[config.mk]
export PLATFORM = sky130hd
export DESIGN_NAME = lmac_txfifo_rd_sched_flat
export DESIGN_NICKNAME = d
export VERILOG_FILES = /design/src/rtl/lmac_txfifo_rd_sched_if.sv /design/src/rtl/lmac_txfifo_rd_sched.sv /design/src/flat_wrapper.sv
export SDC_FILE = /design/constraint.sdc
export NUM_CORES = 1
export LEC_CHECK = 0
export CAP_MARGIN = 20
export CORE_ASPECT_RATIO = 1.25
export CORE_MARGIN = 2
export CORE_UTILIZATION = 42
export DETAILED_ROUTE_END_ITERATION = 8
export GPL_ROUTABILITY_DRIVEN = 0
export GPL_TIMING_DRIVEN = 0
export PLACE_DENSITY = 0.77
export SYNTH_ARGS = -nofsm -noshare
export SYNTH_HDL_FRONTEND = slang
export SYNTH_SLANG_ARGS = --single-unit
export TNS_END_PERCENT = 100
[constraint.sdc]
create_clock -name clk -period 2.4 [get_ports clk]
set_clock_uncertainty 0.15 [all_clocks]
set_input_delay 0.36 -clock clk [delete_from_list [all_inputs] [get_ports clk]]
set_output_delay 0.36 -clock clk [all_outputs]
set_load 0.005 [all_outputs]
[src/rtl/lmac_txfifo_rd_sched_if.sv]
// ---------------------------------------------------------------------------
// lmac_txfifo_rd_sched_if
//
// Purpose: bundles the link-rate selects, the TX FIFO status/pop handshake
// and the scheduler status outputs of lmac_txfifo_rd_sched into one port.
//
// Signals:
//   MODE_10G/MODE_5G/MODE_2P5G/MODE_1G  link rate selects (to scheduler)
//   TX_EN        downstream transmit request, level (to scheduler)
//   FRAME_END    pulse, last qword of frame popped (to scheduler)
//   FIFO_EMPTY   TX FIFO empty flag (to scheduler)
//   FIFO_USED    TX FIFO occupancy in qwords (to scheduler)
//   RD_EN        FIFO pop strobe (from scheduler)
//   RD_VALID     FIFO read data valid, RD_EN delayed 1 cycle (from scheduler)
//   UNDERFLOW    sticky underflow flag (from scheduler)
//   SCHED_STATE  scheduler state encoding (from scheduler)
//   BUSY         scheduler not idle (from scheduler)
//   UF_COUNT     saturating underflow counter, only with
//                LMAC_TXSCHED_UFCNT_EN defined (from scheduler)
//
// Modports: master = scheduler side, slave = FIFO/encoder/environment side.
// ---------------------------------------------------------------------------
interface lmac_txfifo_rd_sched_if #(
    parameter int USED_W = 13
);
    logic              MODE_10G;
    logic              MODE_5G;
    logic              MODE_2P5G;
    logic              MODE_1G;
    logic              TX_EN;
    logic              FRAME_END;
    logic              FIFO_EMPTY;
    logic [USED_W-1:0] FIFO_USED;
    logic              RD_EN;
    logic              RD_VALID;
    logic              UNDERFLOW;
    logic [1:0]        SCHED_STATE;
    logic              BUSY;
`ifdef LMAC_TXSCHED_UFCNT_EN
    logic [15:0]       UF_COUNT;

    modport master (
        input  MODE_10G, MODE_5G, MODE_2P5G, MODE_1G,
        input  TX_EN, FRAME_END, FIFO_EMPTY, FIFO_USED,
        output RD_EN, RD_VALID, UNDERFLOW, SCHED_STATE, BUSY, UF_COUNT
    );

    modport slave (
        output MODE_10G, MODE_5G, MODE_2P5G, MODE_1G,
        output TX_EN, FRAME_END, FIFO_EMPTY, FIFO_USED,
        input  RD_EN, RD_VALID, UNDERFLOW, SCHED_STATE, BUSY, UF_COUNT
    );
`else
    modport master (
        input  MODE_10G, MODE_5G, MODE_2P5G, MODE_1G,
        input  TX_EN, FRAME_END, FIFO_EMPTY, FIFO_USED,
        output RD_EN, RD_VALID, UNDERFLOW, SCHED_STATE, BUSY
    );

    modport slave (
        output MODE_10G, MODE_5G, MODE_2P5G, MODE_1G,
        output TX_EN, FRAME_END, FIFO_EMPTY, FIFO_USED,
        input  RD_EN, RD_VALID, UNDERFLOW, SCHED_STATE, BUSY
    );
`endif
endinterface

[src/rtl/lmac_txfifo_rd_sched.sv]
// ---------------------------------------------------------------------------
// lmac_txfifo_rd_sched
//
// Purpose: read-side scheduler for the LMAC TX FIFO. Paces FIFO pops to the
// active link rate (10G/5G/2.5G/1G = one pop every 1/2/4/10 cycles), holds
// off reading until the FIFO holds START_THRESH qwords, flags underflow while
// streaming and produces a read-valid strobe aligned with the FIFO's
// registered read data.
//
// Ports:
//   clk   core clock, rising edge
//   rst   synchronous reset, active-high
//   bus   lmac_txfifo_rd_sched_if.master (rate selects, TX_EN, FRAME_END,
//         FIFO_EMPTY/FIFO_USED in; RD_EN, RD_VALID, UNDERFLOW, SCHED_STATE,
//         BUSY out)
//
// Optional feature macro: LMAC_TXSCHED_UFCNT_EN
//   Defined: bus.UF_COUNT[15:0] counts STREAM->HOLD underflow transitions,
//   saturating at 16'hFFFF. Undefined: no counter, no port.
// ---------------------------------------------------------------------------
module lmac_txfifo_rd_sched #(
    parameter int USED_W       = 13,
    parameter int START_THRESH = 4,
    parameter int DEPTH        = 16
) (
    input  logic                         clk,
    input  logic                         rst,
    lmac_txfifo_rd_sched_if.master       bus
);

    // A threshold above the FIFO depth could never be reached, so clamp it.
    localparam int THRESH_EFF = (START_THRESH > DEPTH) ? DEPTH : START_THRESH;

    typedef enum logic [1:0] {
        S_IDLE    = 2'd0,
        S_PREFILL = 2'd1,
        S_STREAM  = 2'd2,
        S_HOLD    = 2'd3
    } state_t;

    state_t      r_state;
    state_t      w_nextState;
    logic [3:0]  r_paceCnt;
    logic [3:0]  r_paceDiv;
    logic [3:0]  w_paceDiv;
    logic        w_rateValid;
    logic        w_threshMet;
    logic        w_popSlot;
    logic        w_rdEnNext;
    logic        w_ufSet;
    logic        r_rdEn;
    logic        r_rdValid;
    logic        r_underflow;

    // Rate decode with 10G > 5G > 2.5G > 1G priority; divisor 0 means no
    // valid rate is selected.
    always_comb begin
        w_paceDiv = 4'd0;
        if (bus.MODE_10G) begin
            w_paceDiv = 4'd1;
        end else if (bus.MODE_5G) begin
            w_paceDiv = 4'd2;
        end else if (bus.MODE_2P5G) begin
            w_paceDiv = 4'd4;
        end else if (bus.MODE_1G) begin
            w_paceDiv = 4'd10;
        end
    end

    assign w_rateValid = (w_paceDiv != 4'd0);
    assign w_threshMet = (bus.FIFO_USED >= USED_W'(THRESH_EFF));
    assign w_popSlot   = (r_state == S_STREAM) && (r_paceCnt == 4'd0);

    // Next-state and pop decision. In STREAM a lost rate wins, then
    // FRAME_END (which also suppresses the pop and any underflow), then the
    // pop slot itself decides between popping and underflowing into HOLD.
    always_comb begin
        w_nextState = r_state;
        w_rdEnNext  = 1'b0;
        w_ufSet     = 1'b0;
        case (r_state)
            S_IDLE: begin
                if (bus.TX_EN && w_rateValid) begin
                    w_nextState = S_PREFILL;
                end
            end
            S_PREFILL: begin
                if (!bus.TX_EN || !w_rateValid) begin
                    w_nextState = S_IDLE;
                end else if (w_threshMet) begin
                    w_nextState = S_STREAM;
                end
            end
            S_STREAM: begin
                if (!w_rateValid) begin
                    w_nextState = S_IDLE;
                end else if (bus.FRAME_END) begin
                    w_nextState = bus.TX_EN ? S_PREFILL : S_IDLE;
                end else if (w_popSlot) begin
                    if (bus.FIFO_EMPTY) begin
                        w_ufSet     = 1'b1;
                        w_nextState = S_HOLD;
                    end else begin
                        w_rdEnNext  = 1'b1;
                    end
                end
            end
            S_HOLD: begin
                if (!w_rateValid || bus.FRAME_END) begin
                    w_nextState = S_IDLE;
                end else if (w_threshMet) begin
                    w_nextState = S_STREAM;
                end
            end
            default: begin
                w_nextState = S_IDLE;
            end
        endcase
    end

    // State register.
    always_ff @(posedge clk) begin
        if (rst) begin
            r_state <= S_IDLE;
        end else begin
            r_state <= w_nextState;
        end
    end

    // Pace counter. Held at 0 outside STREAM so the first STREAM cycle is a
    // pop slot. The divisor of the previous cycle is remembered so that a
    // rate change mid-stream restarts the count on the following cycle.
    always_ff @(posedge clk) begin
        if (rst) begin
            r_paceCnt <= 4'd0;
            r_paceDiv <= 4'd0;
        end else begin
            r_paceDiv <= w_paceDiv;
            if ((r_state != S_STREAM) || (w_paceDiv != r_paceDiv)) begin
                r_paceCnt <= 4'd0;
            end else if (r_paceCnt >= 4'(w_paceDiv - 4'd1)) begin
                r_paceCnt <= 4'd0;
            end else begin
                r_paceCnt <= r_paceCnt + 4'd1;
            end
        end
    end

    // Registered pop strobe and its one-cycle-delayed valid, matching the
    // FIFO's registered read port. Reset kills both on the same edge.
    always_ff @(posedge clk) begin
        if (rst) begin
            r_rdEn    <= 1'b0;
            r_rdValid <= 1'b0;
        end else begin
            r_rdEn    <= w_rdEnNext;
            r_rdValid <= r_rdEn;
        end
    end

    // Sticky underflow flag, cleared only by reset.
    always_ff @(posedge clk) begin
        if (rst) begin
            r_underflow <= 1'b0;
        end else if (w_ufSet) begin
            r_underflow <= 1'b1;
        end
    end

`ifdef LMAC_TXSCHED_UFCNT_EN
    logic [15:0] r_ufCount;

    // Saturating count of underflow events (STREAM->HOLD transitions).
    always_ff @(posedge clk) begin
        if (rst) begin
            r_ufCount <= 16'd0;
        end else if (w_ufSet && (r_ufCount != 16'hFFFF)) begin
            r_ufCount <= r_ufCount + 16'd1;
        end
    end

    assign bus.UF_COUNT = r_ufCount;
`endif

    assign bus.RD_EN       = r_rdEn;
    assign bus.RD_VALID    = r_rdValid;
    assign bus.UNDERFLOW   = r_underflow;
    assign bus.SCHED_STATE = r_state;
    assign bus.BUSY        = (r_state != S_IDLE);

endmodule

[src/flat_wrapper.sv]
// flat-port wrapper written by rule: the top's interface ports become plain ports
module lmac_txfifo_rd_sched_flat 
#(
    parameter int USED_W       = 13,
    parameter int START_THRESH = 4,
    parameter int DEPTH        = 16
)
  (clk, rst, bus_MODE_10G, bus_MODE_5G, bus_MODE_2P5G, bus_MODE_1G, bus_TX_EN, bus_FRAME_END, bus_FIFO_EMPTY, bus_FIFO_USED, bus_RD_EN, bus_RD_VALID, bus_UNDERFLOW, bus_SCHED_STATE, bus_BUSY);
  lmac_txfifo_rd_sched_if #(.USED_W(USED_W)) bus_i ();
  input  logic clk;
  input  logic rst;
  input wire logic [$bits(bus_i.MODE_10G)-1:0] bus_MODE_10G;
  input wire logic [$bits(bus_i.MODE_5G)-1:0] bus_MODE_5G;
  input wire logic [$bits(bus_i.MODE_2P5G)-1:0] bus_MODE_2P5G;
  input wire logic [$bits(bus_i.MODE_1G)-1:0] bus_MODE_1G;
  input wire logic [$bits(bus_i.TX_EN)-1:0] bus_TX_EN;
  input wire logic [$bits(bus_i.FRAME_END)-1:0] bus_FRAME_END;
  input wire logic [$bits(bus_i.FIFO_EMPTY)-1:0] bus_FIFO_EMPTY;
  input wire logic [$bits(bus_i.FIFO_USED)-1:0] bus_FIFO_USED;
  output wire logic [$bits(bus_i.RD_EN)-1:0] bus_RD_EN;
  output wire logic [$bits(bus_i.RD_VALID)-1:0] bus_RD_VALID;
  output wire logic [$bits(bus_i.UNDERFLOW)-1:0] bus_UNDERFLOW;
  output wire logic [$bits(bus_i.SCHED_STATE)-1:0] bus_SCHED_STATE;
  output wire logic [$bits(bus_i.BUSY)-1:0] bus_BUSY;
  assign bus_i.MODE_10G = bus_MODE_10G;
  assign bus_i.MODE_5G = bus_MODE_5G;
  assign bus_i.MODE_2P5G = bus_MODE_2P5G;
  assign bus_i.MODE_1G = bus_MODE_1G;
  assign bus_i.TX_EN = bus_TX_EN;
  assign bus_i.FRAME_END = bus_FRAME_END;
  assign bus_i.FIFO_EMPTY = bus_FIFO_EMPTY;
  assign bus_i.FIFO_USED = bus_FIFO_USED;
  assign bus_RD_EN = bus_i.RD_EN;
  assign bus_RD_VALID = bus_i.RD_VALID;
  assign bus_UNDERFLOW = bus_i.UNDERFLOW;
  assign bus_SCHED_STATE = bus_i.SCHED_STATE;
  assign bus_BUSY = bus_i.BUSY;
  lmac_txfifo_rd_sched #(.USED_W(USED_W), .START_THRESH(START_THRESH), .DEPTH(DEPTH)) u_core (.clk(clk), .rst(rst), .bus(bus_i));
endmodule
== Word level (Yosys, flattened, before mapping) ==
Cells that the tools add are included.

* Bits in registers: 13
* Input bits: 22
* Word-level logic and storage cells: 55

* $add $sub $neg: 2
* Magnitude comparators: 2
* Eq/ne operators: 8
* Multiplexer cells: 20
* Bitwise operators: 3
* Reductions and logical operators: 14

{| class="wikitable"
|+ Operators with widths
! cell !! count
|-
| $mux W2 || 8
|-
| $mux W4 || 4
|-
| $ge A13 B3 Y1 const B || 1
|-
| $ne A4 B4 Y1 const B || 2
|-
| $pmux W2 S4 || 1
|-
| $mux W1 || 7
|-
| $reduce_or A5 Y1 || 1
|-
| $add A4 B1 Y4 const B || 1
|-
| $eq A2 B2 Y1 const B || 2
|-
| $ge A4 B4 Y1 || 1
|-
| $logic_not A4 Y1 || 1
|-
| $ne A4 B4 Y1 || 1
|-
| $reduce_bool A4 Y1 || 1
|-
| $sub A4 B1 Y4 const B || 1
|-
| $logic_or A1 B1 Y1 || 3
|-
| $not A1 Y1 || 3
|-
| $reduce_and A3 Y1 || 1
|-
| $reduce_or A3 Y1 || 1
|-
| $eq A2 B1 Y1 const B || 1
|-
| $logic_and A1 B1 Y1 || 2
|-
| $logic_not A1 Y1 || 2
|-
| $logic_not A2 Y1 || 1
|-
| $ne A2 B1 Y1 const B || 1
|-
| $ne A2 B2 Y1 const B || 1
|-
| $reduce_bool A2 Y1 || 1
|}

== Longest topological paths before layout ==
Gate-level depths: netlist (run 1).

* Word-level depth: 9
* Mapped depth: 7
* Mapped depth without buffers: 6

== Worst setup path before layout (run 1) ==
No wires, ideal clock.

* Path type: input port to flip-flop
* Start point: input port bus_MODE_10G
* End point: register u_core.r_paceCnt[2]
* Library setup time: 0.092 ns
* Data arrival time: 1.834 ns
* Data required time: 2.158 ns
* Path slack: 0.324 ns
* Stages on the path: 7
* Cell sequence: buf_6 -> nor4_2 -> inv_1 -> ha_1 -> o21ai_0 -> o211ai_4 -> nor4_1

* Longest elaborated chain between the ends: 4
* Elaborated cells on any way between the ends: 6
* Classes of those cells: 1 x add/sub; 1 x order compare; 1 x eq/ne; 1 x mux; 2 x reduce/logical

{| class="wikitable"
|+ Ends and longest elaborated chain
! what !! RTL line !! source
|-
| from (decl) || flat_wrapper.sv:12 || <nowiki>input wire logic [$bits(bus_i.MODE_10G)-1:0] bus_MODE_10G;</nowiki>
|-
| $mux W4 (*) || lmac_txfifo_rd_sched.sv:59 || <nowiki>if (bus.MODE_10G) begin</nowiki>
|-
| $sub A4 B1 Y4 or $ne A4 B4 Y1 (tied branches) || lmac_txfifo_rd_sched.sv:141, lmac_txfifo_rd_sched.sv:139 ||
|-
| $ge A4 B4 Y1 or $logic_or A1 B1 Y1 (tied branches) || lmac_txfifo_rd_sched.sv:141, lmac_txfifo_rd_sched.sv:139 ||
|-
| $reduce_or A3 Y1 (no source line) (*) || -- ||
|-
| to (signal assigned) || lmac_txfifo_rd_sched.sv:144 || <nowiki>r_paceCnt <= r_paceCnt + 4'd1;</nowiki>
|-
| to (decl) || lmac_txfifo_rd_sched.sv:43 || <nowiki>logic [3:0] r_paceCnt;</nowiki>
|}

Mark *: on every way between the ends. The rest lies on a longest branch, timed or not.
A chain may end at the register's enable or synchronous reset.

== Final worst setup path (run 1) ==
* Start point: input port bus_MODE_1G
* End point: register u_core.r_paceCnt[3]

* Longest elaborated chain between the ends: 7
* Elaborated cells on any way between the ends: 9
* Classes of those cells: 1 x add/sub; 1 x order compare; 1 x eq/ne; 4 x mux; 2 x reduce/logical

{| class="wikitable"
|+ Ends and longest elaborated chain
! what !! RTL line !! source
|-
| from (decl) || flat_wrapper.sv:15 || <nowiki>input wire logic [$bits(bus_i.MODE_1G)-1:0] bus_MODE_1G;</nowiki>
|-
| $mux W4 (*) || lmac_txfifo_rd_sched.sv:65 || <nowiki>end else if (bus.MODE_1G) begin</nowiki>
|-
| $mux W4 (*) || lmac_txfifo_rd_sched.sv:63 || <nowiki>end else if (bus.MODE_2P5G) begin</nowiki>
|-
| $mux W4 (*) || lmac_txfifo_rd_sched.sv:61 || <nowiki>end else if (bus.MODE_5G) begin</nowiki>
|-
| $mux W4 (*) || lmac_txfifo_rd_sched.sv:59 ||
|-
| $sub A4 B1 Y4 or $ne A4 B4 Y1 (tied branches) || lmac_txfifo_rd_sched.sv:141, lmac_txfifo_rd_sched.sv:139 ||
|-
| $ge A4 B4 Y1 or $logic_or A1 B1 Y1 (tied branches) || lmac_txfifo_rd_sched.sv:141, lmac_txfifo_rd_sched.sv:139 ||
|-
| $reduce_or A3 Y1 (no source line) (*) || -- ||
|}

Marks and branches as above.

==> flow_metrics.env, run 1 <==
export IMPL_diodes=0
export IMPL_drt_wl_total_um=1690
export IMPL_grt_pass1_vias=674
export IMPL_setup_viol_count_final=0
export IMPL_worstPathMaxFanout=5
export IMPL_leakage_nw=0.378
export IMPL_synth_top_cell_by_area="dfxtp_1"
export IMPL_antenna_found_initial=0
export IMPL_synth_compound_area_share_pct=15.6
export IMPL_period_minus_slack_ns=2.21
export IMPL_ioPinCount=28
export IMPL_crit_type="in2reg"
export IMPL_start_util_pct=43.2
export IMPL_grt_ovfl_total=0
export IMPL_synth_warnings=0
export IMPL_rr_endpoint="u_core.r_paceCnt[3]"
export IMPL_hpwl_um=1330
export IMPL_syn_area_um2=744
export IMPL_cp_end_kind="register"
export IMPL_clock_sinks=13
export IMPL_fillers=150
export IMPL_layout_cells_non_filler=128
export IMPL_cp_required_ns=2.43
export IMPL_synth_mux_area_share_pct=0
export IMPL_yosys_register_bits=13
export IMPL_syn_num_nets=110
export IMPL_setup_tns_ns=0
export IMPL_cts_max_path_buffers=2
export IMPL_avgSynthCellArea_um2=9.08
export IMPL_synth_cell_types=33
export IMPL_outcome="complete, no violations"
export IMPL_relSlewSlack_pct=67.6
export IMPL_numCtsBuffers=3
export IMPL_hold_violations=0
export IMPL_period_share_pct=92.2
export IMPL_hold_start="bus_MODE_10G"
export IMPL_r2r_start="u_core.r_paceCnt[0]"
export IMPL_vdd_drop_max_v=0.000257
export IMPL_hold_path_cell_count=2
export IMPL_ys_seq_area_share_pct=35.0
export IMPL_synth_async_reset_ratio_pct=0
export IMPL_multi_input_area_um2=450
export IMPL_ys_top_cells_by_area="dfxtp_1 (35%), ha_1 (10%), nor4_1 (5.9%)"
export IMPL_clk_latency_ns=0.28
export IMPL_drt_iter0_drc=15
export IMPL_critPathLaunchType="input pin"
export IMPL_dp_cells=124
export IMPL_cap_violations=0
export IMPL_core_area_mm2=0.00172
export IMPL_synth_top_family_by_area="simple AND/OR/NAND/NOR gates"
export IMPL_yosys_cell_count_top_type="dfxtp_1"
export IMPL_viasPerCell=5.30
export IMPL_cts_tree="built"
export IMPL_holdPathEnd="u_core.r_paceDiv[1]"
export IMPL_synthTopCellsByCount="dfxtp_1 (13), inv_1 (7), nor4_1 (7)"
export IMPL_fin_nets=138
export IMPL_synth_simple_gate_area_share_pct=31.3
export IMPL_post_cts_buffers=0
export IMPL_hold_path_class="in2reg"
export IMPL_post_route_util_pct=60.0
export IMPL_rsz0062_at_grt="no"
export IMPL_dr_pass1_iters=3
export IMPL_syn_inst=82
export IMPL_ff_latch_area_um2=260
export IMPL_drv_slew=0
export IMPL_synthFlopType="dfxtp_1"
export IMPL_die_h_um=51.1
export IMPL_routedWlPerCell_um=13.2
export IMPL_synth_fa_ha_area_share_pct=10.1
export IMPL_grt_max_degree=11
export IMPL_cts_max_level=1
export IMPL_drive_gt1_share_pct=12.8
export IMPL_grtUsageTotal_pct=18.1
export IMPL_clk_pin_slew_ns=0.08
export IMPL_max_slew_worst_pin_slew_ns=0.485
export IMPL_die_w_um=41.7
export IMPL_area_growth_synth_to_final_pct=38.8
export IMPL_crit_arrival_ns=2.25
export IMPL_grt_pass1_wl_um=2960
export IMPL_drc_errors=0
export IMPL_io_buffers=23
export IMPL_rows=17
export IMPL_synth_edf_count=0
export IMPL_final_antenna_net_count=0
export IMPL_cellPowerDensity_mw_per_mm2=434
export IMPL_fmax_mhz=452
export IMPL_synth_top_area_share_pct=35.0
export IMPL_synth_xor_area_share_pct=2.35
export IMPL_dieArea_mm2=0.00213
export IMPL_r2r_setup_slack_ns=0.57
export IMPL_vias=678
export IMPL_reg2regPathDepth=6
export IMPL_clockRootBuffer="clkbuf_4"
placed cells by master (no fill, tap or decap), drive strengths merged:
cell / netlist / layout
nor4b: 2 / 2
o211ai: 1 / 1
o21a: 1 / 1
clkdlybuf4s50: 0 / 23
ha: 6 / 6
nor4: 9 / 9
nor3: 4 / 4
nor2: 6 / 6
buf: 2 / 2
o21ai: 2 / 2
a211oi: 2 / 2
xor2: 1 / 1
o22ai: 1 / 1
nor2b: 2 / 2
nand2: 6 / 6
a22oi: 1 / 1
a21oi: 3 / 3
or3: 2 / 2
a31oi: 3 / 3
a211o: 1 / 1
nand2b: 4 / 4
clkbuf: 0 / 4
and3: 1 / 1
dfxtp: 13 / 13
xnor2: 1 / 1
nand3: 1 / 1
inv: 7 / 7
per-layer routing:
metal	up-vias	GRT usage (%)	part of all wire [%]
li1	352	-	-
met1	300	20.8	42
met2	24	29.9	50
met3	2	6.36	7.1
met4	0	8.06	0.59
met5	-	0	0
power by group:
group / switching [mW] / internal (mW)
logic: 0.0376 / 0.0487
registers: 0.00385 / 0.220
clock network: 0.0735 / 0.0645
total: 0.115 / 0.333
final cells by class:
type	instances	share of cell area, %
timing repair buffer	23	22.3
multi-input combinational	60	43.6
inverter	7	2.54
sequential	13	25.2
tap	19	2.30
clock buffer	4	2.54
buffer	2	1.57
metrics by stage:
step           hold WS (ns)  total power, mW  instance area, um^2  worst slack, ns
2_1_floorplan         0.280            0.266                  744            0.324
3_3_place_gp          0.294            0.311                  998           -0.216
3_5_place_dp          0.310            0.313                  998           -0.250
4_1_cts               0.117            0.453                 1020           0.0316
5_1_grt               0.133            0.470                 1030           0.0322
6_report              0.133            0.448                 1030            0.187
worst max-delay path, cell delays in order:
cell and delay (ns):
clkdlybuf4s50_1 0.52, nor4_4 0.40, inv_1 0.08, ha_1 0.30
o21ai_1 0.20, o211ai_4 0.12, nor4_1 0.27
worst max path at each step:
stage | end | cells after the start | from
after floorplan | u_core.r_paceCnt[2] | 7 | bus_MODE_10G
after global placement | u_core.r_paceCnt[2] | 7 | bus_MODE_1G
after detailed placement | u_core.r_paceCnt[3] | 7 | bus_MODE_1G
after CTS | u_core.r_paceCnt[3] | 7 | bus_MODE_1G
after global routing | u_core.r_paceCnt[2] | 7 | bus_MODE_1G
final | u_core.r_paceCnt[3] | 7 | bus_MODE_1G
what timing repair did:
action,in CTS,in global routing
endpoints found under the hold margin,0,0
hold buffers,0,0
setup endpoints to repair,0,4
resized for setup,0,2
registers in the layout (all words and copies together), names as in the netlist:
name / cells
u_core.bus.RD_EN: 1
u_core.bus.RD_VALID: 1
u_core.bus.SCHED_STATE: 2
u_core.bus.UNDERFLOW: 1
u_core.r_paceCnt: 4
u_core.r_paceDiv: 4
cell families after synthesis:
kind of cell	count (synthesis)
simple gates	37
compound gates	15
flops	13
buf+inv	9
fa+ha+maj	6
xor+xnor	2
Note: power is estimated with default switching activity, not from simulation.
==> inputs of run 2 (changes only) <==
--- a/config.mk
+++ b/config.mk
@@ -5,10 +5,11 @@
 export SDC_FILE = /design/constraint.sdc
 export NUM_CORES = 1
 export LEC_CHECK = 0
+export ABC_AREA = 1
 export CAP_MARGIN = 20
 export CORE_ASPECT_RATIO = 1.25
 export CORE_MARGIN = 2
-export CORE_UTILIZATION = 42
+export CORE_UTILIZATION = 43
 export DETAILED_ROUTE_END_ITERATION = 8
 export GPL_ROUTABILITY_DRIVEN = 0
 export GPL_TIMING_DRIVEN = 0
==> run 2 against run 1 <==
Compared with the run above:
- die area increased by 2.8%
- power up 2.7%
- utilization up 1.7 points
- setup slack better by 0.18 ns
==> flow_metrics.env, run 2 <==
export IMPL_outcome="complete, no violations"
export IMPL_slowest_delay_ns=0.54
export IMPL_yosys_cell_count_top_type="nor2_1"
export IMPL_synth_top_cell_by_area="dfxtp_1"
export IMPL_ys_seq_area_share_pct=33.1
export IMPL_max_slew_worst_pin_slew_ns=0.268
export IMPL_core_area_mm2=0.00174
export IMPL_drt_iter0_drc=12
export IMPL_cts_resized=0
export IMPL_grt_pass1_wl_um=3220
export IMPL_drv_slew=0
export IMPL_switching_share_pct=26.3
export IMPL_relSlewSlack_pct=82.0
export IMPL_grt_ovfl_total=0
export IMPL_hold_path_cell_count=2
export IMPL_yosys_register_bits=13
export IMPL_pwr_share_comb_pct=20.6
export IMPL_synthFlopType="dfxtp_1"
export IMPL_cts_tree="built"
export IMPL_synth_async_reset_ratio_pct=0
export IMPL_io_buffers=24
export IMPL_power_switching_mw=0.121
export IMPL_antenna_found_initial=0
export IMPL_hold_buffers=0
export IMPL_drive_gt1_share_pct=8.97
export IMPL_rows=17
export IMPL_cp_required_ns=2.47
export IMPL_area_growth_synth_to_final_pct=36.9
export IMPL_cts_max_path_buffers=2
export IMPL_clock_sinks=13
export IMPL_period_minus_slack_ns=2.03
export IMPL_final_antenna_net_count=0
export IMPL_hold_violations=0
export IMPL_drt_wl_total_um=1710
export IMPL_critPathLaunchType="input pin"
export IMPL_synthTopCellsByCount="nor2_1 (25), nand2_1 (23), inv_1 (19)"
export IMPL_drc_errors=0
export IMPL_syn_num_nets=145
export IMPL_dr_pass1_iters=4
export IMPL_slowest_stage="clkdlybuf4s50_1"
export IMPL_critical_path_buf_inv_count=1
export IMPL_dieArea_mm2=0.00219
export IMPL_synth_warnings=0
export IMPL_diodes=0
export IMPL_final_area_mm2=0.00108
export IMPL_worstPathMaxFanout=6
export IMPL_ioPinCount=28
export IMPL_period_share_pct=84.6
export IMPL_clockRootBuffer="clkbuf_4"
export IMPL_reg2regPathDepth=9
export IMPL_sequentialPowerShare_pct=49.5
export IMPL_fin_nets=174
export IMPL_grt_pass1_vias=796
export IMPL_crit_arrival_ns=2.10
export IMPL_layout_commonest_cell="nor2_1"
export IMPL_fmax_mhz=493
export IMPL_rsz0062_at_grt="no"
export IMPL_vias=824
export IMPL_start_util_pct=45.1
export IMPL_path_cells="clkdlybuf4s50_1, nor2_2, nand2_1, ha_1, o21ai_0, nand2_1, nand2_1, nand2_1, nand2_1, nand3_2, nor2_1"
export IMPL_syn_inst=117
export IMPL_crit_type="in2reg"
export IMPL_avgSynthCellArea_um2=6.72
export IMPL_synth_cell_types=20
export IMPL_setup_viol_count_final=0
export IMPL_cp_end_kind="register"
export IMPL_hold_path_class="in2reg"
export IMPL_crit_top_cell="nand2_1"
export IMPL_cts_max_level=1
export IMPL_post_route_util_pct=61.7
export IMPL_cap_violations=0
export IMPL_die_h_um=51.8
export IMPL_die_w_um=42.2
export IMPL_clk_pin_slew_ns=0.08
export IMPL_leakage_nw=0.465
export IMPL_setup_tns_ns=0
export IMPL_p_int_mw=0.339
export IMPL_viasPerCell=5.02
export IMPL_clk_latency_ns=0.28
export IMPL_crit_family="simple AND/OR/NAND/NOR gates"
export IMPL_vdd_drop_max_v=0.000341
export IMPL_ys_top_cells_by_area="dfxtp_1 (33%), nor2_1 (12%), nand2_1 (11%)"
export IMPL_final_cell_mix="nor2_1 (25), clkdlybuf4s50_1 (24), nand2_1 (23)"
export IMPL_numCtsBuffers=3
export IMPL_cellPowerDensity_mw_per_mm2=428
export IMPL_syn_area_um2=786
export IMPL_pwr_share_clk_pct=29.9
export IMPL_synth_edf_count=0
export IMPL_hpwl_um=1380
export IMPL_place_area_mm2=0.00105
export IMPL_synth_top_area_share_pct=33.1
export IMPL_grt_max_degree=11
export IMPL_cp_depth=11
export IMPL_routedWlPerCell_um=10.4
export IMPL_grtUsageTotal_pct=19.1
export IMPL_post_cts_buffers=0
## run 2: cell types whose count changed after synthesis, moves of 3 or more
cell and delta:
nor2_1 +19, nand2_1 +17, inv_1 +12, nand3_1 +5, nor4_1 -5, a31oi_1 -3, nand2b_1 -3, nand4_1 +3
## run 2: cell families (layout without fill, tap and decap cells)
kind of cell | Yosys count | after routing | share of synthesized area [%]
AND/OR/NAND/NOR | 68 | 68 | 39.2
buffers and inverters | 22 | 50 | 11.8
flip-flops | 13 | 13 | 33.1
adder cells (fa/ha/maj) | 6 | 6 | 9.55
AO/OA/AOI/OAI | 6 | 6 | 4.14
XOR/XNOR | 2 | 2 | 2.23
## run 2: final cells by class
type / instances / area (um^2)
fillers: 165 / 668
multi-input cells: 82 / 433
flip-flops and latches: 13 / 260
repair buffers: 24 / 240
inverters: 21 / 78.8
clock buffers: 4 / 26.3
well taps: 19 / 23.8
plain buffers: 1 / 13.8
## run 2: per-stage QoR
| step | hold slack (ns) | cells | power (mW) | setup slack [ns] |
|---|---|---|---|---|
| 4_1_cts | 0.149 | 164 | 0.464 | 0.371 |
| 5_1_grt | 0.144 | 164 | 0.488 | 0.156 |
| 6_report | 0.151 | 164 | 0.460 | 0.370 |
| 3_5_place_dp | 0.267 | 160 | 0.328 | 0.110 |
| 3_3_place_gp | 0.265 | 160 | 0.324 | 0.166 |
| 2_1_floorplan | 0.270 | 117 | 0.275 | 0.864 |
## run 2: worst register-to-register path: stages (launching register included)
cell and delay (ns):
dfxtp_1 0.37, inv_1 0.07, ha_1 0.26, o21ai_0 0.20, nand2_1 0.11, nand2_1 0.07
nand2_1 0.04, nand2_1 0.07, nand3_2 0.11, nor2_1 0.10
## run 2: path summary, 6_finish.rpt
check,startpoint,end,slack [ns]
max,bus_MODE_10G,u_core.r_paceCnt[3],0.37
min,rst,u_core.bus.RD_VALID,0.15
max reg2reg,u_core.r_paceCnt[0],u_core.r_paceCnt[3],0.78
min reg2reg,u_core.bus.RD_EN,u_core.bus.RD_VALID,0.27
## run 2: power groups by stage
stage               sequential [mW]  combinational, mW  clock (mW)
floorplan                     0.232             0.0431           0
global placement              0.232             0.0918           0
detailed placement            0.233             0.0947           0
CTS                           0.228             0.0957       0.140
global route                  0.229              0.106       0.154
finish                        0.228             0.0949       0.138
## run 2: layer usage
metal	vias to the layer above	global-route usage [%]	wire, um
met3	3	5.90	127
li1	420	-	-
met5	-	0	0
met1	373	20.9	681
met4	0	8.33	22
met2	28	33.6	881
==> inputs of run 3 (changes only) <==
--- a/config.mk
+++ b/config.mk
@@ -9,11 +9,11 @@
 export CAP_MARGIN = 20
 export CORE_ASPECT_RATIO = 1.25
 export CORE_MARGIN = 2
-export CORE_UTILIZATION = 43
+export CORE_UTILIZATION = 39
 export DETAILED_ROUTE_END_ITERATION = 8
 export GPL_ROUTABILITY_DRIVEN = 0
 export GPL_TIMING_DRIVEN = 0
-export PLACE_DENSITY = 0.77
+export PLACE_DENSITY = 0.74
 export SYNTH_ARGS = -nofsm -noshare
 export SYNTH_HDL_FRONTEND = slang
 export SYNTH_SLANG_ARGS = --single-unit
==> constraint.sdc (replaced) <==
create_clock -name clk -period 1.75 [get_ports clk]
set_clock_uncertainty 0.15 [all_clocks]
set_input_delay 0.2625 -clock clk [delete_from_list [all_inputs] [get_ports clk]]
set_output_delay 0.2625 -clock clk [all_outputs]
set_load 0.005 [all_outputs]
==> run 3 against run 2 <==
Compared with the run above:
- largest cell class unchanged
- wire length rose by 2.5%
- sequential cell count did not move
- combinational power rose by 41%
==> flow_metrics.env, run 3 (same netlist as run 2, synthesis figures left out) <==
export IMPL_hold_violations=0
export IMPL_path_cells="nor2_4, inv_1, clkdlybuf4s50_1"
export IMPL_drt_wl_total_um=1760
export IMPL_cp_end_kind="output pin"
export IMPL_switching_share_pct=27.2
export IMPL_cts_tree="built"
export IMPL_drc_errors=0
export IMPL_vias=780
export IMPL_rsz0062_at_grt="no"
export IMPL_routedWlPerCell_um=10.5
export IMPL_setup_viol_count_final=0
export IMPL_max_slew_worst_pin_slew_ns=0.311
export IMPL_fmax_mhz=589
export IMPL_wl_met1_um=720
export IMPL_die_w_um=44.1
export IMPL_slowest_delay_ns=0.49
export IMPL_critPathLaunchType="register"
export IMPL_p_int_mw=0.470
export IMPL_numCtsBuffers=3
export IMPL_clock_sinks=13
export IMPL_clk_latency_ns=0.29
export IMPL_rows=18
export IMPL_dieArea_mm2=0.00239
export IMPL_drive_gt1_share_pct=14.3
export IMPL_cts_max_path_buffers=2
export IMPL_post_route_util_pct=57.2
export IMPL_clockRootBuffer="clkbuf_4"
export IMPL_worst_hold_slack_ns=0.0300
export IMPL_clk_pin_slew_ns=0.09
export IMPL_slowest_stage="clkdlybuf4s50_1"
export IMPL_crit_family="buffers and inverters"
export IMPL_fillers=196
export IMPL_setup_tns_ns=0
export IMPL_core_area_mm2=0.00194
export IMPL_grt_pass1_wl_um=2880
export IMPL_hpwl_um=1370
export IMPL_grt_max_degree=11
export IMPL_critical_path_buf_inv_count=2
export IMPL_top_layer="met4"
export IMPL_period_minus_slack_ns=1.70
export IMPL_period_share_pct=97.1
export IMPL_crit_arrival_ns=1.29
export IMPL_cp_required_ns=1.34
export IMPL_cap_violations=0
export IMPL_worstPathMaxFanout=6
export IMPL_final_cell_mix="nor2_1 (24), nand2_1 (22), clkdlybuf4s50_1 (21)"
export IMPL_outcome="complete, no violations"
export IMPL_antenna_found_initial=0
export IMPL_relSlewSlack_pct=79.1
export IMPL_dr_wl_met2_um=832
export IMPL_grt_pass1_vias=768
export IMPL_power_switching_mw=0.175
export IMPL_r2r_setup_slack_ns=0.23
export IMPL_cellPowerDensity_mw_per_mm2=582
export IMPL_power_mw=0.645
export IMPL_crit_type="reg2out"
export IMPL_fin_nets=176
export IMPL_sequentialPowerShare_pct=48.9
export IMPL_dr_pass1_iters=4
export IMPL_cts_max_level=1
export IMPL_ioPinCount=28
export IMPL_grt_ovfl_total=0
export IMPL_leakage_nw=0.487
export IMPL_met3WireLength_um=150
export IMPL_vdd_drop_max_v=0.000424
export IMPL_pwr_share_comb_pct=20.8
export IMPL_hold_buffers=0
export IMPL_area_growth_synth_to_final_pct=41.1
export IMPL_viasPerCell=4.67
export IMPL_start_util_pct=40.6
export IMPL_grtUsageTotal_pct=16.6
export IMPL_io_buffers=24
export IMPL_die_h_um=54.2
export IMPL_drv_slew=0
export IMPL_hold_path_class="in2reg"
export IMPL_drt_iter0_drc=8
export IMPL_final_antenna_net_count=0
export IMPL_layout_commonest_cell="nor2_1"
export IMPL_pwr_share_clk_pct=30.3
export IMPL_diodes=0
run 3: path summary, 6_finish.rpt:
check                       startpoint                        end  depth (start not counted)
max          u_core.bus.SCHED_STATE[0]                   bus_BUSY                          3
min                                rst  u_core.bus.SCHED_STATE[1]                          2
max reg2reg        u_core.r_paceCnt[0]        u_core.r_paceCnt[3]                          9
min reg2reg           u_core.bus.RD_EN        u_core.bus.RD_VALID                          2
run 3: worst reg2reg max path, cell delays in order, from the launching register on:
cell	delay, ns
dfxtp_1	0.37
inv_1	0.07
ha_1	0.27
o21ai_0	0.16
nand2_1	0.07
nand2_1	0.05
nand2_1	0.04
nand2_1	0.06
nand3_2	0.10
nor2_1	0.12
run 3: metal layers:
layer  vias to the layer above  GRT usage [%]
met5                         -              0
met4                         0           13.6
met3                         5           4.03
met2                        24           30.1
met1                       327           15.5
li1                        424              -
run 3: metrics by stage:
stage	cell area (um^2)	std cells	setup WS, ns
2_1_floorplan	786	117	0.312
3_3_place_gp	1050	161	-0.418
3_5_place_dp	1050	161	-0.426
4_1_cts	1090	166	0.00547
5_1_grt	1110	167	0.00352
6_report	1110	167	0.0515
run 3: what timing repair did:
action / CTS / global route
resized for setup: 5 / 8
pin swaps: 1 / 5
setup buffers: 1 / 1
setup endpoints to repair: 6 / 5
run 3: area by class of cell:
type	instances	area, um^2	area share (%)
inverter	21	78.8	7.11
tap	20	25.0	2.26
sequential	13	265	23.9
buffer	1	13.8	1.24
timing repair buffer	26	251	22.7
multi-input combinational	82	448	40.4
clock buffer	4	26.3	2.37
run 3: power by group through the flow:
stage               logic, mW  clock network [mW]  registers [mW]
floorplan              0.0591                   0           0.319
global route            0.150               0.213           0.317
global placement        0.126                   0           0.319
detailed placement      0.129                   0           0.320
finish                  0.134               0.195           0.316
CTS                     0.130               0.203           0.314
